### config.mk
export PLATFORM = sky130hd
export DESIGN_NAME = obstacle_scheduler_flat
export DESIGN_NICKNAME = d
export VERILOG_FILES = /design/src/rtl/obstacle_scheduler_pkg.sv /design/src/rtl/obstacle_scheduler_if.sv /design/src/rtl/obstacle_scheduler_picker.sv /design/src/rtl/obstacle_scheduler.sv /design/src/flat_wrapper.sv
export SDC_FILE = /design/constraint.sdc
export NUM_CORES = 1
export LEC_CHECK = 0
export BUFFER_PORTS_ARGS = -buffer_cell sky130_fd_sc_hd__buf_2
export CAP_MARGIN = 0
export CORE_MARGIN = 8
export CORE_UTILIZATION = 56
export CTS_CLUSTER_DIAMETER = 200
export DETAILED_ROUTE_END_ITERATION = 8
export GPL_TIMING_DRIVEN = 1
export PLACE_DENSITY = 0.74
export SKIP_LAST_GASP = 1
export SYNTH_ARGS = -nofsm -noshare
export SYNTH_HDL_FRONTEND = slang
export SYNTH_HIERARCHICAL = 1
export SYNTH_SLANG_ARGS = --single-unit
### constraint.sdc
create_clock -name pclk -period 9.1 [get_ports pclk]
set_input_delay 0.455 -clock pclk [delete_from_list [all_inputs] [get_ports pclk]]
set_output_delay 0.455 -clock pclk [all_outputs]
set_load 0.05 [all_outputs]
### src/rtl/obstacle_scheduler_pkg.sv
// Shared types and constants for the obstacle scheduler: FSM state encoding,
// index/level/counter widths, the default idle mux index and a popcount helper.
package obstacle_sched_pkg;

   localparam int SEL_W   = 4;
   localparam int NUM_OBS = 16;
   localparam int LVL_W   = 3;
   localparam int CNT_W   = 12;

   // Mux input that is tied to 0 and therefore shows "no obstacle"
   localparam logic [SEL_W-1:0] DEF_IDLE_SEL = 4'd15;

   typedef enum logic [2:0] {
      ST_IDLE = 3'd0,
      ST_GAP  = 3'd1,
      ST_PICK = 3'd2,
      ST_RUN  = 3'd3,
      ST_HALT = 3'd4
   } sched_state_e;

   // Number of enabled obstacles, used to size a "round" when picks are random
   function automatic logic [4:0] popcount16(input logic [NUM_OBS-1:0] mask);
      logic [4:0] acc;
      acc = 5'd0;
      for (int i = 0; i < NUM_OBS; i++) begin
         acc = acc + {4'd0, mask[i]};
      end
      return acc;
   endfunction

endpackage

### src/rtl/obstacle_scheduler_if.sv
// Game-state / obstacle-mux side bundle of the scheduler. The master side is
// the game logic driving frame timing, play state and the obstacle mask; the
// slave side is the scheduler producing the mux select and status.
interface obstacle_scheduler_if;
   import obstacle_sched_pkg::*;

   logic                vsync_in;
   logic                game_on;
   logic                game_over;
   logic [NUM_OBS-1:0]  enable_mask;
   logic [SEL_W-1:0]    select;
   logic                obstacle_start;
   logic                obstacle_active;
   logic [LVL_W-1:0]    level;

   modport master (
      output vsync_in, game_on, game_over, enable_mask,
      input  select, obstacle_start, obstacle_active, level
   );

   modport slave (
      input  vsync_in, game_on, game_over, enable_mask,
      output select, obstacle_start, obstacle_active, level
   );

endinterface

### src/rtl/obstacle_scheduler_picker.sv
// obs_next_picker: combinational search for the next enabled obstacle.
// The scan starts at start_idx (inclusive=1) or just after it (inclusive=0)
// and wraps 15->0. wrapped flags that the chosen index is at or behind the
// point the scan started from, i.e. a full round has been completed.
module obs_next_picker
   import obstacle_sched_pkg::*;
(
   input  logic [NUM_OBS-1:0] enable_mask,
   input  logic [SEL_W-1:0]   start_idx,
   input  logic               inclusive,
   output logic [SEL_W-1:0]   next_idx,
   output logic               found,
   output logic               wrapped
);

   logic [SEL_W-1:0] idx_s;

   // Priority scan over all 16 positions starting from the requested index
   always_comb begin
      idx_s    = start_idx;
      next_idx = start_idx;
      found    = 1'b0;
      for (int k = 0; k < NUM_OBS; k++) begin
         idx_s = start_idx + SEL_W'(k) + {{(SEL_W-1){1'b0}}, ~inclusive};
         if (!found && enable_mask[idx_s]) begin
            found    = 1'b1;
            next_idx = idx_s;
         end else begin
            found    = found;
         end
      end
      if (found) begin
         wrapped = inclusive ? (next_idx < start_idx) : (next_idx <= start_idx);
      end else begin
         wrapped = 1'b0;
      end
   end

endmodule

### src/rtl/obstacle_scheduler.sv
// obstacle_scheduler: drives the 16-to-1 obstacle mux select. Enabled
// obstacles run round-robin for a frame-counted interval separated by idle
// gaps; each completed round raises the difficulty level, which shortens the
// run length down to a floor. game_over freezes everything in HALT.
// Optional build macro OBSTACLE_SCHED_RANDOM_EN: the search start comes from a
// free-running 16-bit Galois LFSR and the level rises once per
// popcount(enable_mask) picks. Without it no LFSR logic exists.
module obstacle_scheduler
   import obstacle_sched_pkg::*;
#(
   parameter int               RUN_FRAMES     = 600,
   parameter int               GAP_FRAMES     = 60,
   parameter int               RUN_STEP       = 30,
   parameter int               MIN_RUN_FRAMES = 240,
   parameter int               MAX_LEVEL      = 7,
   parameter logic [SEL_W-1:0] IDLE_SEL       = DEF_IDLE_SEL
)(
   input  logic                 pclk,
   input  logic                 rst,
   obstacle_scheduler_if.slave  bus
);

   localparam logic [CNT_W-1:0] GAP_CNT = CNT_W'(GAP_FRAMES);
   localparam logic [CNT_W-1:0] CNT_ONE = CNT_W'(1);
   localparam logic [LVL_W-1:0] MAX_LVL = LVL_W'(MAX_LEVEL);
   localparam logic [LVL_W-1:0] LVL_ONE = LVL_W'(1);

   // Run length for a level, clamped at the floor without unsigned underflow
   function automatic logic [CNT_W-1:0] run_len_f(input logic [LVL_W-1:0] lvl);
      logic [15:0] dec_v;
      logic [15:0] base_v;
      logic [15:0] raw_v;
      dec_v  = 16'(lvl) * 16'(RUN_STEP);
      base_v = 16'(RUN_FRAMES);
      if (base_v > dec_v) begin
         raw_v = base_v - dec_v;
      end else begin
         raw_v = 16'd0;
      end
      if (raw_v < 16'(MIN_RUN_FRAMES)) begin
         raw_v = 16'(MIN_RUN_FRAMES);
      end else begin
         raw_v = raw_v;
      end
      return raw_v[CNT_W-1:0];
   endfunction

   sched_state_e      state_r, state_nx_s;
   logic [CNT_W-1:0]  cnt_r, cnt_nx_s;
   logic [SEL_W-1:0]  cur_r, cur_nx_s;
   logic              first_r, first_nx_s;
   logic [LVL_W-1:0]  level_r, level_nx_s;
   logic [SEL_W-1:0]  select_r, select_nx_s;
   logic              active_r, active_nx_s;
   logic              start_r, start_nx_s;
   logic              vsync_q_r;
   logic              tick_s;

   logic [SEL_W-1:0]  pick_start_s;
   logic              pick_incl_s;
   logic [SEL_W-1:0]  pick_idx_s;
   logic              pick_found_s;
   logic              pick_wrapped_s;
   logic              round_s;
   logic [LVL_W-1:0]  level_pick_s;

   assign tick_s = bus.vsync_in & ~vsync_q_r;

   obs_next_picker u_picker (
      .enable_mask (bus.enable_mask),
      .start_idx   (pick_start_s),
      .inclusive   (pick_incl_s),
      .next_idx    (pick_idx_s),
      .found       (pick_found_s),
      .wrapped     (pick_wrapped_s)
   );

`ifdef OBSTACLE_SCHED_RANDOM_EN
   logic [15:0] lfsr_r;
   logic [4:0]  pick_cnt_r, pick_cnt_nx_s;
   logic        unused_wrap_s;

   // Free-running Galois LFSR, x^16+x^14+x^13+x^11+1
   always_ff @(posedge pclk) begin
      if (rst) begin
         lfsr_r <= 16'hACE1;
      end else begin
         lfsr_r <= {1'b0, lfsr_r[15:1]} ^ (lfsr_r[0] ? 16'hB400 : 16'h0000);
      end
   end

   // Picks made since the last level increment
   always_ff @(posedge pclk) begin
      if (rst) begin
         pick_cnt_r <= 5'd0;
      end else begin
         pick_cnt_r <= pick_cnt_nx_s;
      end
   end

   assign pick_start_s  = lfsr_r[SEL_W-1:0];
   assign pick_incl_s   = 1'b1;
   assign round_s       = !first_r && ((pick_cnt_r + 5'd1) >= popcount16(bus.enable_mask));
   assign unused_wrap_s = pick_wrapped_s;
`else
   assign pick_start_s = first_r ? {SEL_W{1'b0}} : cur_r;
   assign pick_incl_s  = first_r;
   assign round_s      = !first_r && pick_wrapped_s;
`endif

   assign level_pick_s = (round_s && (level_r < MAX_LVL)) ? (level_r + LVL_ONE) : level_r;

   // Frame tick edge detector on vsync
   always_ff @(posedge pclk) begin
      if (rst) begin
         vsync_q_r <= 1'b0;
      end else begin
         vsync_q_r <= bus.vsync_in;
      end
   end

   // Next-state and next-output logic; priority game_over > !game_on > events
   always_comb begin
      state_nx_s  = state_r;
      cnt_nx_s    = cnt_r;
      cur_nx_s    = cur_r;
      first_nx_s  = first_r;
      level_nx_s  = level_r;
      select_nx_s = select_r;
      active_nx_s = active_r;
      start_nx_s  = 1'b0;
`ifdef OBSTACLE_SCHED_RANDOM_EN
      pick_cnt_nx_s = pick_cnt_r;
`endif
      if ((state_r != ST_IDLE) && bus.game_over) begin
         state_nx_s  = ST_HALT;
         select_nx_s = IDLE_SEL;
         active_nx_s = 1'b0;
      end else if (!bus.game_on) begin
         state_nx_s  = ST_IDLE;
         cnt_nx_s    = {CNT_W{1'b0}};
         first_nx_s  = 1'b1;
         level_nx_s  = {LVL_W{1'b0}};
         select_nx_s = IDLE_SEL;
         active_nx_s = 1'b0;
      end else begin
         case (state_r)
            ST_IDLE: begin
               if (!bus.game_over) begin
                  state_nx_s = ST_GAP;
                  cnt_nx_s   = GAP_CNT;
                  first_nx_s = 1'b1;
                  level_nx_s = {LVL_W{1'b0}};
`ifdef OBSTACLE_SCHED_RANDOM_EN
                  pick_cnt_nx_s = 5'd0;
`endif
               end else begin
                  state_nx_s = ST_IDLE;
               end
               select_nx_s = IDLE_SEL;
               active_nx_s = 1'b0;
            end
            ST_GAP: begin
               select_nx_s = IDLE_SEL;
               active_nx_s = 1'b0;
               if (tick_s) begin
                  if (cnt_r <= CNT_ONE) begin
                     cnt_nx_s   = {CNT_W{1'b0}};
                     state_nx_s = ST_PICK;
                  end else begin
                     cnt_nx_s = cnt_r - CNT_ONE;
                  end
               end else begin
                  cnt_nx_s = cnt_r;
               end
            end
            ST_PICK: begin
               if (!pick_found_s) begin
                  state_nx_s = ST_GAP;
                  cnt_nx_s   = GAP_CNT;
               end else begin
                  state_nx_s  = ST_RUN;
                  cur_nx_s    = pick_idx_s;
                  first_nx_s  = 1'b0;
                  level_nx_s  = level_pick_s;
                  cnt_nx_s    = run_len_f(level_pick_s);
                  select_nx_s = pick_idx_s;
                  active_nx_s = 1'b1;
                  start_nx_s  = 1'b1;
`ifdef OBSTACLE_SCHED_RANDOM_EN
                  pick_cnt_nx_s = round_s ? 5'd0 : (pick_cnt_r + 5'd1);
`endif
               end
            end
            ST_RUN: begin
               if (tick_s) begin
                  if (cnt_r <= CNT_ONE) begin
                     state_nx_s  = ST_GAP;
                     cnt_nx_s    = GAP_CNT;
                     select_nx_s = IDLE_SEL;
                     active_nx_s = 1'b0;
                  end else begin
                     cnt_nx_s = cnt_r - CNT_ONE;
                  end
               end else begin
                  cnt_nx_s = cnt_r;
               end
            end
            ST_HALT: begin
               select_nx_s = IDLE_SEL;
               active_nx_s = 1'b0;
            end
            default: begin
               state_nx_s  = ST_IDLE;
               cnt_nx_s    = {CNT_W{1'b0}};
               first_nx_s  = 1'b1;
               level_nx_s  = {LVL_W{1'b0}};
               select_nx_s = IDLE_SEL;
               active_nx_s = 1'b0;
            end
         endcase
      end
   end

   // State, counters and registered outputs
   always_ff @(posedge pclk) begin
      if (rst) begin
         state_r  <= ST_IDLE;
         cnt_r    <= {CNT_W{1'b0}};
         cur_r    <= {SEL_W{1'b0}};
         first_r  <= 1'b1;
         level_r  <= {LVL_W{1'b0}};
         select_r <= IDLE_SEL;
         active_r <= 1'b0;
         start_r  <= 1'b0;
      end else begin
         state_r  <= state_nx_s;
         cnt_r    <= cnt_nx_s;
         cur_r    <= cur_nx_s;
         first_r  <= first_nx_s;
         level_r  <= level_nx_s;
         select_r <= select_nx_s;
         active_r <= active_nx_s;
         start_r  <= start_nx_s;
      end
   end

   assign bus.select          = select_r;
   assign bus.obstacle_active = active_r;
   assign bus.obstacle_start  = start_r;
   assign bus.level           = level_r;

endmodule

### src/flat_wrapper.sv
// flat-port wrapper written by rule: the top's interface ports become plain ports
module obstacle_scheduler_flat import obstacle_sched_pkg::*;
#(
   parameter int               RUN_FRAMES     = 600,
   parameter int               GAP_FRAMES     = 60,
   parameter int               RUN_STEP       = 30,
   parameter int               MIN_RUN_FRAMES = 240,
   parameter int               MAX_LEVEL      = 7,
   parameter logic [SEL_W-1:0] IDLE_SEL       = DEF_IDLE_SEL
)
  (pclk, rst, bus_vsync_in, bus_game_on, bus_game_over, bus_enable_mask, bus_select, bus_obstacle_start, bus_obstacle_active, bus_level);
  obstacle_scheduler_if bus_i ();
  input  logic pclk;
  input  logic rst;
  input wire logic [$bits(bus_i.vsync_in)-1:0] bus_vsync_in;
  input wire logic [$bits(bus_i.game_on)-1:0] bus_game_on;
  input wire logic [$bits(bus_i.game_over)-1:0] bus_game_over;
  input wire logic [$bits(bus_i.enable_mask)-1:0] bus_enable_mask;
  output wire logic [$bits(bus_i.select)-1:0] bus_select;
  output wire logic [$bits(bus_i.obstacle_start)-1:0] bus_obstacle_start;
  output wire logic [$bits(bus_i.obstacle_active)-1:0] bus_obstacle_active;
  output wire logic [$bits(bus_i.level)-1:0] bus_level;
  assign bus_i.vsync_in = bus_vsync_in;
  assign bus_i.game_on = bus_game_on;
  assign bus_i.game_over = bus_game_over;
  assign bus_i.enable_mask = bus_enable_mask;
  assign bus_select = bus_i.select;
  assign bus_obstacle_start = bus_i.obstacle_start;
  assign bus_obstacle_active = bus_i.obstacle_active;
  assign bus_level = bus_i.level;
  obstacle_scheduler #(.RUN_FRAMES(RUN_FRAMES), .GAP_FRAMES(GAP_FRAMES), .RUN_STEP(RUN_STEP), .MIN_RUN_FRAMES(MIN_RUN_FRAMES), .MAX_LEVEL(MAX_LEVEL), .IDLE_SEL(IDLE_SEL)) u_core (.pclk(pclk), .rst(rst), .bus(bus_i));
endmodule
# --- Word-level counts from Yosys, hierarchy flattened ---
# Cells that the tools add are included.
word_totals:
  romBits: 0
  latchBits: 0
  output_inout_bits: 9
  inputBits: 21
  word_cells: 245
  register_bits: 30
  n_memories: 0
  ram_bits: 0
classes:
  reduce_logical: 45
  mux: 107
  div: 0
  n_shift: 0
  add_sub_neg: 34
  n_bitwise: 7
  n_eq_ne: 20
  multipliers: 1
  magnitude_cmp: 21
op_table:
  columns: ["op", "n"]
  rows:
  - ["two-way mux 12 bit", 8]
  - ["less-than comparator 4 x 5 -> 1 bit, second input constant", 16]
  - ["two-way mux 4 bit", 20]
  - ["adder 4 x 1 -> 4 bit", 16]
  - ["binary-select mux 1 bit (select 4 bit)", 16]
  - ["two-way mux 16 bit", 4]
  - ["one-hot mux 12 bit (5 select lines)", 1]
  - ["two-way mux 1 bit", 42]
  - ["adder 4 bit, second input constant", 8]
  - ["two-way mux 3 bit", 10]
  - ["logical AND 1 bit", 18]
  - ["adder 4 x 3 -> 4 bit, second input constant", 4]
  - ["zero test 1 bit", 16]
  - ["less-than comparator 16 x 8 -> 1 bit, second input constant", 1]
  - ["inequality test 4 x 2 -> 1 bit, second input constant", 4]
  - ["one-hot mux 3 bit (5 select lines)", 1]
  - ["AND reduction 5 bit", 3]
  - ["<= comparator 12 x 1 -> 1 bit, second input constant", 1]
  - ["inequality test 3 x 2 -> 1 bit, second input constant", 4]
  - ["subtractor 12 x 1 -> 12 bit, second input constant", 1]
  - ["subtractor 10 x 8 -> 11 bit, first input constant", 1]
  - ["inequality test 2 x 1 -> 1 bit, second input constant", 5]
  - ["one-hot mux 3 bit (3 select lines)", 1]
  - ["adder 4 x 2 -> 4 bit, second input constant", 2]
  - ["other kinds (23)", 32]

# --- Logic depth before layout (Yosys ltp) ---
# Gate-level depths: netlist (run 1).
depth:
  depth_word: 67
  mapped_depth: 35
  ltp_nobuf: 32

# --- Modules after synthesis ---
# Netlist (run 1), hierarchy kept.
by_module_without_submodules:
  columns: ["mod", "cells_per_inst", "area_per_inst_um2", "seq_area_each_um2", "n_inst"]
  rows:
  - ["obs_next_picker", 301, 2536.2, 0.0, 1]
  - ["obstacle_scheduler", 249, 2084.5, 600.6, 1]

# --- Worst setup path before layout (run 1) ---
# No wires, ideal clock.
synth_path:
  path_kind: "flip-flop to flip-flop"
  start: "register u_core.first_r"
  end: "register u_core.cnt_r[6]"
  required_ps: 8967
  period_less_slack_ps: 7481
  setup_time_ps: 133
  n_path_buf: 5
  stages_incl_launch_ff: 34
  arrival_time_ps: 7347
  setup_slack_ps: 1619
  path_cell_list: "dfxtp_1 nor2b_1 clkbuf_1 inv_1 ha_1 buf_4 buf_6 clkbuf_1 mux4_2 mux2_2 mux2i_1 o211a_1 nand4_1 clkbuf_1 or3_1 a31oi_1 o21ai_0 ha_1 nor2b_1 o21ai_0 nand2b_1 a21oi_1 o21a_1 nand2b_1 o22ai_1 inv_1 fa_1 ha_1 fa_1 nand2_1 a221o_1 and3b_1 o22ai_1 a311oi_1"
synth_between:
  elab_chain_cells: 67
synth_lines:
  columns: ["element", "line", "source"]
  rows:
  - ["start, declared", "obstacle_scheduler.sv:51", "logic first_r, first_nx_s;"]
  - ["start signal, assigned", "obstacle_scheduler.sv:240", "first_r <= first_nx_s;"]
  - ["two-way mux 4 bit *", "obstacle_scheduler.sv:106", "assign pick_start_s = first_r ? {SEL_W{1'b0}} : cur_r;"]
  - ["via u_core.pick_start_s[1]", "obstacle_scheduler.sv:59", "logic [SEL_W-1:0] pick_start_s;"]
  - ["parallel branches: the longest is 48 deep, another holds adder 4 x 1 -> 4 bit", null, null]
  - ["two-way mux 4 bit *", "obstacle_scheduler_picker.sv:25", "if (!found && enable_mask[idx_s]) begin"]
  - ["via u_core.pick_idx_s[1]", "obstacle_scheduler.sv:61", "logic [SEL_W-1:0] pick_idx_s;"]
  - ["<= comparator 4 bit / less-than comparator 4 bit (equally long branches)", "obstacle_scheduler_picker.sv:33", "wrapped = inclusive ? (next_idx < start_idx) : (next_idx <= start_idx);"]
  - ["two-way mux 1 bit *", "obstacle_scheduler_picker.sv:33", null]
  - ["two-way mux 1 bit *", "obstacle_scheduler_picker.sv:32", "if (found) begin"]
  - ["via u_core.pick_wrapped_s", "obstacle_scheduler.sv:63", "logic pick_wrapped_s;"]
  - ["(+6 left out)", null, null]
  - ["two-way mux 16 bit *", "obstacle_scheduler.sv:147", "case (state_r)"]
  - ["two-way mux 16 bit *", "obstacle_scheduler.sv:139", "end else if (!bus.game_on) begin"]
  - ["two-way mux 16 bit *", "obstacle_scheduler.sv:135", "if ((state_r != ST_IDLE) && bus.game_over) begin"]
  - ["less-than comparator 16 x 8 -> 1 bit", "obstacle_scheduler.sv:40", "if (raw_v < 16'(MIN_RUN_FRAMES)) begin"]
  - ["two-way mux 12 bit *", "obstacle_scheduler.sv:40", null]
  - ["two-way mux 12 bit *", "obstacle_scheduler.sv:178", "if (!pick_found_s) begin"]
  - ["one-hot mux 12 bit (5 select lines) *", "obstacle_scheduler.sv:147", null]
  - ["two-way mux 12 bit *", "obstacle_scheduler.sv:139", null]
  - ["end signal, assigned", "obstacle_scheduler.sv:229", "cnt_r <= {CNT_W{1'b0}};"]
  - ["end signal, assigned", "obstacle_scheduler.sv:238", "cnt_r <= cnt_nx_s;"]
  - ["end, declared", "obstacle_scheduler.sv:49", "logic [CNT_W-1:0] cnt_r, cnt_nx_s;"]
# Mark *: on every way through the listed nets, which the timed path passes. The select of a mux whose other input is x is not followed.
# A chain may end at the register's enable or synchronous reset.

# --- Worst setup path after layout (run 1) ---
# Ends and elaborated chain as after synthesis.

==> results.cfg, run 1 <==
[floorplanning]
initial_utilization = 0.5710
dieArea_um2 = 11410
io_pins = 30
core_um2 = 8093
die_y_um = 106.8
die_width_um = 106.8
rows = 33

[global_route]
grt_pass1_wl_um = 22740
antenna_found_initial = 0
grt_overflow_total = 0
grt_pass1_vias = 4302
grt_use_total = 0.2439
grt_max_degree = 22

[sta]
hold_viol_final = 0
tns_ns = 0
finalSetupViolCount = 0
max_slew_margin = 0.4594
period_minus_slack_ns = 8.662
fmax_ghz = 0.1154
maxSlewViolCount = 0
fin_skew_ns = 0.005224
rsz0062_at_grt = false
worstMarginPinSlew_ns = 0.8048
period_share = 0.9519

[logic_synthesis]
async_flop_share = 0
synth-xor-area-share = 0.04278
synth-seq-cells = 30
synth_edf_count = 0
synthesis.nets = 594
seq_area_frac_synth = 0.1300
ys_types = 85
ys.flop_type = dfxtp_1
synthAdderAreaFrac = 0.06715
synth-simple-area-share = 0.2261
netlist_instances = 550
synthMuxAreaShare = 0.2321
synth_compound_area_frac = 0.2437
yosysWarnings = 6
netlist_area_um2 = 4621
syn_area_per_cell_um2 = 8.401
synth_top_family_by_area = compound AO/OA/AOI/OAI gates

[cells_and_area]
layout.nets = 616
fin_area_um2 = 4959
synthToLayoutAreaGrowth_pct = 7.311
drive_above_1_share = 0.2094
layout_commonest_cell = mux2i_1
final_cell_mix = mux2i_1 (41), nor2_1 (40), nand2_1 (34)
nFillCells = 767
final_util = 0.6127
diodes = 0

[place]
place_congestion = 1.056
post-dp-hpwl_um = 11040
port-buffer-count = 29
place_area_um2 = 4826

[clock_network]
hold_buffers = 0
clock_latency_ns = 0.29
htreeDepth = 2
numClockSinks = 30
cts_resized = 0
clockRootBuffer = clkbuf_8
cts_buffer_depth = 2
postCtsSetupBuffers = 0
cts_inserted_buffers = 5
cts.reportedPaths.clkPinSlew_ns = 0.07
cts_tree = done

[min_path]
hold_class = input pin to flip-flop
whs_endpoint = u_core/vsync_q_r
hold_depth = 2
min_from = bus_vsync_in

[routing]
vias = 4720
viasPerCell = 6.962
met2_length_um = 5894
routed-wl-met3_um = 1520
wl_met1_um = 6335
wire_per_inst_um = 20.77
drt-total-wl_um = 14080
ant_nets = 0
dr.pass1.iters = 5
first_iter_violations = 512
top_layer = met4
drc = 0

[setup_path]
r2r_start = u_core/first_r
path_class = flip-flop to flip-flop
endpoint_kind = flip-flop
crit_fanout = 17
cp_common_cell = ha_1
startpoint_type = flip-flop
rrSetupSlack_ns = 0.44
required_ns = 9.30
cp_slowest_cell = fa_1
regToRegEndpoint = u_core/cnt_r[6]
cp_slowest_stage_delay_ns = 0.58
rr_worst_depth = 29
crit_arrival_ns = 8.86

[job]
max_cap_viol_count = 0

[pwr]
ir_drop_mv = 0.05638
power_density_nw_per_um2 = 75.60
p_leak_nw = 1.848

[outcome]
status = completed
worst max-delay path: cells and delay by family, from the launching register on:
kind,cells,cell delay [ns]
DFF,1,0.41
muxes,3,1.00
adders and majority gates,6,2.58
AOI/OAI and AO/OA,9,2.05
buffers and inverters,2,0.41
and+or+nand+nor,9,2.10
report_power, final:
part	internal, mW	leakage (nW)	switching [mW]	total, mW
clock network	0.0805	0.0579	0.0543	0.135
logic	0.0407	1.55	0.0623	0.103
registers	0.133	0.243	0.00364	0.137
flip-flops by register name, indices dropped and copies added, names as in the netlist:
name,cells
u_core/bus.select,4
u_core/bus.obstacle_start,1
u_core/vsync_q_r,1
u_core/bus.obstacle_active,1
u_core/cnt_r,12
u_core/bus.level,3
u_core/cur_r,4
u_core/first_r,1
u_core/state_r,3
Yosys cell counts (5+ instances only):
master,instances,area share
buf_4,5,0.0081
buf_2,5,0.0054
or3_1,7,0.0095
mux2_2,15,0.037
xnor2_1,11,0.021
mux4_2,21,0.10
a21oi_1,31,0.034
ha_1,20,0.054
clkbuf_1,11,0.0089
buf_6,6,0.015
nor2b_1,10,0.014
dfxtp_1,30,0.13
o31ai_1,6,0.0097
o22ai_1,11,0.015
inv_1,25,0.020
xor2_1,6,0.011
nand4_1,7,0.0095
o21a_1,6,0.0097
nand2_1,34,0.028
mux2i_1,43,0.093
nand2b_1,16,0.022
nand3_1,14,0.015
nor2_1,40,0.032
o21ai_0,30,0.032
a31oi_1,7,0.0095
nor3_1,10,0.011
worst max-delay path by stage:
| stage | end | cells after the start | from |
|---|---|---|---|
| floorplan | u_core/cnt_r[6] | 33 | u_core/first_r |
| global placement | u_core/cnt_r[2] | 28 | u_core/first_r |
| detailed placement | u_core/cnt_r[6] | 31 | u_core/first_r |
| CTS | u_core/cnt_r[6] | 31 | u_core/first_r |
| global route | u_core/cnt_r[6] | 30 | u_core/first_r |
| finish | u_core/cnt_r[6] | 29 | u_core/first_r |
area by class of cell:
| type | count | area, um^2 | share of cell area |
|---|---|---|---|
| multi-input cells | 467 | 3777 | 0.7618 |
| flip-flops and latches | 30 | 600.6 | 0.1211 |
| repair buffers | 42 | 242.7 | 0.04895 |
| well taps | 105 | 131.4 | 0.02650 |
| inverters | 26 | 97.59 | 0.01968 |
| clock buffers | 5 | 68.82 | 0.01388 |
| clock inverters | 3 | 40.04 | 0.008075 |
per-layer routing:
layer  up-vias  global-route usage
met4         0             0.07839
met5         -                   0
met3        33             0.05039
met2       285              0.3530
li1       2160                   -
met1      2242              0.3503
logic make-up (layout without fill, tap and decap cells):
family | count (synthesis) | in the layout
buffers and inverters | 53 | 76
xor gates and xnor gates | 20 | 20
adders and majority gates | 23 | 23
muxes | 79 | 79
DFF | 30 | 30
AOI/OAI and AO/OA | 160 | 160
and+or+nand+nor | 185 | 185
metrics by stage:
stage               total power [mW]  setup slack [ns]  std cells  hold WS [ns]
finish                        0.3749            0.4376        678        0.4199
global route                  0.3912           0.06636        678        0.4456
CTS                           0.3729            0.3424        678        0.4066
detailed placement            0.2382            0.3983        670        0.4626
global placement              0.2369            0.6605        670        0.4529
floorplan                     0.2125             1.619        550        0.4247
Power figures use the tool's default switching activity.
==> run 2, diff against run 1 <==
- CTS_BUF_LIST: default -> sky130_fd_sc_hd__clkbuf_4
==> results.cfg, run 2 (synthesis results as in run 1) <==
[setup_path]
setup.worst_path.end = u_core/cnt_r[6]
crit_fanout = 17
rrSetupSlack_ns = 0.48
path_class = flip-flop to flip-flop
cp-startpoint = u_core/first_r
regToRegEndpoint = u_core/cnt_r[6]
r2r_start = u_core/first_r
required_ns = 9.34
startpoint_type = flip-flop
cp_common_cell = ha_1
crit_arrival_ns = 8.87
rr_worst_depth = 29
cp_slowest_cell = fa_1
cp_slowest_stage_delay_ns = 0.59
endpoint_kind = flip-flop

[cells_and_area]
layout_commonest_cell = mux2i_1
synthToLayoutAreaGrowth_pct = 6.634
layout.nets = 616
diodes = 0
fin_area_um2 = 4927
multiInputGateArea_um2 = 3777
register_area_um2 = 600.6
drive_above_1_share = 0.2094
final_util = 0.6088
largest_reg_flops = 12
top_register = u_core/cnt_r
nFillCells = 774
final_cell_mix = mux2i_1 (41), nor2_1 (40), nand2_1 (34)
fin_cells = 678

[sta]
setup_slack_ns = 0.4766
tns_ns = 0
max_slew_margin = 0.4591
worstMarginPinSlew_ns = 0.8053
fin_skew_ns = 0.006793
fin_hold_ws_ns = 0.3718
period_share = 0.9476
hold_viol_final = 0
fmax_ghz = 0.1160
period_minus_slack_ns = 8.623
finalSetupViolCount = 0
rsz0062_at_grt = false
maxSlewViolCount = 0

[global_route]
grt_max_degree = 22
grt_overflow_total = 0
antenna_found_initial = 0
grt_pass1_wl_um = 22720
grt_pass1_vias = 4315
grt_use_total = 0.2424

[routing]
vias = 4708
viasPerCell = 6.944
ant_nets = 0
drt-total-wl_um = 14030
drc = 0
wire_per_inst_um = 20.70
dr.pass1.iters = 5
first_iter_violations = 478

[clock_network]
clock_latency_ns = 0.33
postCtsSetupBuffers = 0
htreeDepth = 2
cts_buffer_depth = 2
cts.reportedPaths.clkPinSlew_ns = 0.10
numClockSinks = 30
clockRootBuffer = clkbuf_4
cts_tree = done
cts_inserted_buffers = 5

[floorplanning]
io_pins = 30
initial_utilization = 0.5710
die_y_um = 106.8
core_um2 = 8093
die_width_um = 106.8
rows = 33
dieArea_um2 = 11410

[outcome]
status = completed

[job]
max_cap_viol_count = 0

[pwr]
p_total_mw = 0.3465
power_density_nw_per_um2 = 70.33
p_leak_nw = 1.835
ir_drop_mv = 0.06028

[place]
place_area_um2 = 4826
placed_cells = 670
post-dp-hpwl_um = 11040
post-place-ws_ns = 0.3983
place_congestion = 1.056
port-buffer-count = 29

[min_path]
hold_depth = 2
hold_class = input pin to flip-flop
[run 2: cell count changes in the layout (fill, tap and decap cells not counted)]
cell	before	now
clkbuf_8	5	0
clkbuf_4	0	5
[run 2: what timing repair did]
action,4_1_cts,5_1_grt
resized for setup,0,7
endpoints found under the hold margin,0,0
hold buffers,0,0
endpoints found under the setup margin,0,6
[run 2: how the worst min path moves through the flow]
stage                                start          endpoint
final                         bus_vsync_in  u_core/vsync_q_r
after global routing          bus_vsync_in  u_core/vsync_q_r
after CTS                     bus_vsync_in  u_core/vsync_q_r
after detailed placement  u_core/cnt_r[11]  u_core/cnt_r[11]
after global placement    u_core/cnt_r[11]  u_core/cnt_r[11]
after floorplan           u_core/cnt_r[11]  u_core/cnt_r[11]
[run 2: metal layers]
metal  track usage  up-vias  wire [um]
met3       0.04679       26       1476
met2        0.3535      264       5967
met1        0.3536     2256       6336
li1              -     2162          -
met5             0        -          0
met4       0.06231        0        251
[run 2: power by group]
part           switching, mW  leakage, nW  internal [mW]
sequential           0.00367        0.243          0.133
combinational         0.0624         1.55         0.0407
clock                 0.0495       0.0450         0.0569
total                  0.116         1.84          0.231
[run 2: cell type report]
cell class                      instances  share of cell area
Clock buffer                            5            0.007618
Clock inverter                          3            0.008126
Inverter                               26             0.01981
Multi-Input combinational cell        467              0.7666
Sequential cell                        30              0.1219
Tap cell                              105             0.02666
Timing Repair Buffer                   42             0.04926
[run 2: critical path, delay by kind of cell (launching register included)]
family | cells | cell delay [ns]
buffers and inverters | 2 | 0.41
flip-flops | 1 | 0.42
adder cells (fa/ha/maj) | 6 | 2.58
AO/OA/AOI/OAI | 9 | 2.10
AND/OR/NAND/NOR | 9 | 2.04
multiplexers | 3 | 0.99
==> run 3, diff against run 2 <==
- CORE_MARGIN: 8 -> 3
- SLEW_MARGIN: default -> 25
==> results.cfg, run 3 (synthesis results as in run 1) <==
[routing]
wl_met1_um = 6820
top_layer = met4
vias = 4673
first_iter_violations = 503
met2_length_um = 5687
dr.pass1.iters = 5
drc = 0
drt-total-wl_um = 14210
ant_nets = 0
wire_per_inst_um = 20.96
routed-wl-met3_um = 1457
viasPerCell = 6.892

[pwr]
p_total_mw = 0.3196
internal_power_mw = 0.2088
combinationalPowerShare = 0.323
power_density_nw_per_um2 = 65.09
swShare = 0.3466
netSwitchingPower_mw = 0.1107
p_leak_nw = 1.841
p_clk_frac = 0.248
p_seq_frac = 0.429
ir_drop_mv = 0.05458

[global_route]
grt_use_total = 0.3029
antenna_found_initial = 0
grt_max_degree = 21
grt_pass1_wl_um = 23320
grt_overflow_total = 0
grt_pass1_vias = 4243

[setup_path]
path_class = flip-flop to flip-flop
rr_worst_depth = 29
rrSetupSlack_ns = 0.50
crit_fanout = 15
startpoint_type = flip-flop
cp_slowest_stage_delay_ns = 0.59
cp_slowest_cell = mux4_2
crit_arrival_ns = 8.84
endpoint_kind = flip-flop
regToRegEndpoint = u_core/cnt_r[6]
cp_common_cell = ha_1
r2r_start = u_core/first_r
required_ns = 9.34

[sta]
fmax_ghz = 0.1163
fin_skew_ns = 0.007224
hold_viol_final = 0
tns_ns = 0
maxSlewViolCount = 0
period_share = 0.9450
worstMarginPinSlew_ns = 0.8681
rsz0062_at_grt = false
max_slew_margin = 0.4161
finalSetupViolCount = 0
period_minus_slack_ns = 8.600

[clock_network]
cts.reportedPaths.clkPinSlew_ns = 0.09
cts_inserted_buffers = 5
hold_buffers = 0
cts_buffer_depth = 2
htreeDepth = 2
cts_tree = done
clockRootBuffer = clkbuf_4
numClockSinks = 30
clock_latency_ns = 0.32

[min_path]
hold_depth = 2
hold_class = input pin to flip-flop
min_from = bus_vsync_in
whs_endpoint = u_core/vsync_q_r

[floorplanning]
dieArea_um2 = 9377
die_y_um = 96.84
die_width_um = 96.84
initial_utilization = 0.5888
rows = 32
io_pins = 30
core_um2 = 7848

[job]
max_cap_viol_count = 0

[cells_and_area]
fin_area_um2 = 4910
top_register = u_core/cnt_r
drive_above_1_share = 0.2066
largest_reg_flops = 12
final_cell_mix = mux2i_1 (43), nor2_1 (40), nand2_1 (34)
synthToLayoutAreaGrowth_pct = 6.255
layout.nets = 620
final_util = 0.6256
diodes = 0
layout_commonest_cell = mux2i_1

[place]
place_congestion = 1.021
place_area_um2 = 4852
port-buffer-count = 29
post-dp-hpwl_um = 11330

[outcome]
status = completed
[run 3: metal layers]
metal / vias up / global-route usage
met5: - / 0
met4: 0 / 0.05292
met3: 25 / 0.05624
met2: 253 / 0.4076
met1: 2214 / 0.4958
li1: 2181 / -
[run 3: worst max-delay path by stage]
stage	from	endpoint	cells past startpoint
3_5_place_dp	u_core/first_r	u_core/cnt_r[6]	29
2_1_floorplan	u_core/first_r	u_core/cnt_r[6]	33
4_1_cts	u_core/first_r	u_core/cnt_r[6]	29
3_3_place_gp	u_core/first_r	u_core/cnt_r[6]	29
5_1_grt	u_core/first_r	u_core/cnt_r[7]	29
6_report	u_core/first_r	u_core/cnt_r[6]	29
[run 3: cell type report]
| cell class | count | area (um^2) |
|---|---|---|
| inverter | 26 | 97.59 |
| multi-input combinational | 467 | 3759 |
| timing repair buffer | 46 | 272.8 |
| clock buffer | 7 | 52.55 |
| sequential | 30 | 600.6 |
| tap | 102 | 127.6 |
| fill | 739 | 2938 |
[run 3: stage by stage]
step / setup slack (ns) / cells / hold slack (ns)
6_report: 0.5002 / 678 / 0.3772
3_3_place_gp: 0.7376 / 671 / 0.4614
2_1_floorplan: 1.619 / 550 / 0.4247
4_1_cts: 0.4209 / 678 / 0.3621
3_5_place_dp: 0.4309 / 671 / 0.4678
5_1_grt: 0.001004 / 678 / 0.3734
[run 3: power groups by stage]
| stage | logic (mW) | registers (mW) | clock network, mW |
|---|---|---|---|
| final | 0.103 | 0.137 | 0.0792 |
| after global routing | 0.112 | 0.138 | 0.0892 |
| after CTS | 0.100 | 0.137 | 0.0821 |
| after detailed placement | 0.0993 | 0.140 | 0 |
| after global placement | 0.0990 | 0.140 | 0 |
| after floorplan | 0.0745 | 0.138 | 0 |
[run 3: what timing repair did]
action | 4_1_cts | 5_1_grt
endpoints found under the setup margin | 0 | 6
hold endpoints to repair | 0 | 0
gates resized for setup | 0 | 3
buffers inserted | 0 | 0
[run 3: worst max-delay path, delay by kind of cell, from the launching register on]
family | cells | cell delay, ns
and+or+nand+nor | 9 | 2.11
muxes | 3 | 1.38
DFF | 1 | 0.42
buffers and inverters | 3 | 0.60
AOI/OAI and AO/OA | 8 | 1.51
adders and majority gates | 6 | 2.45
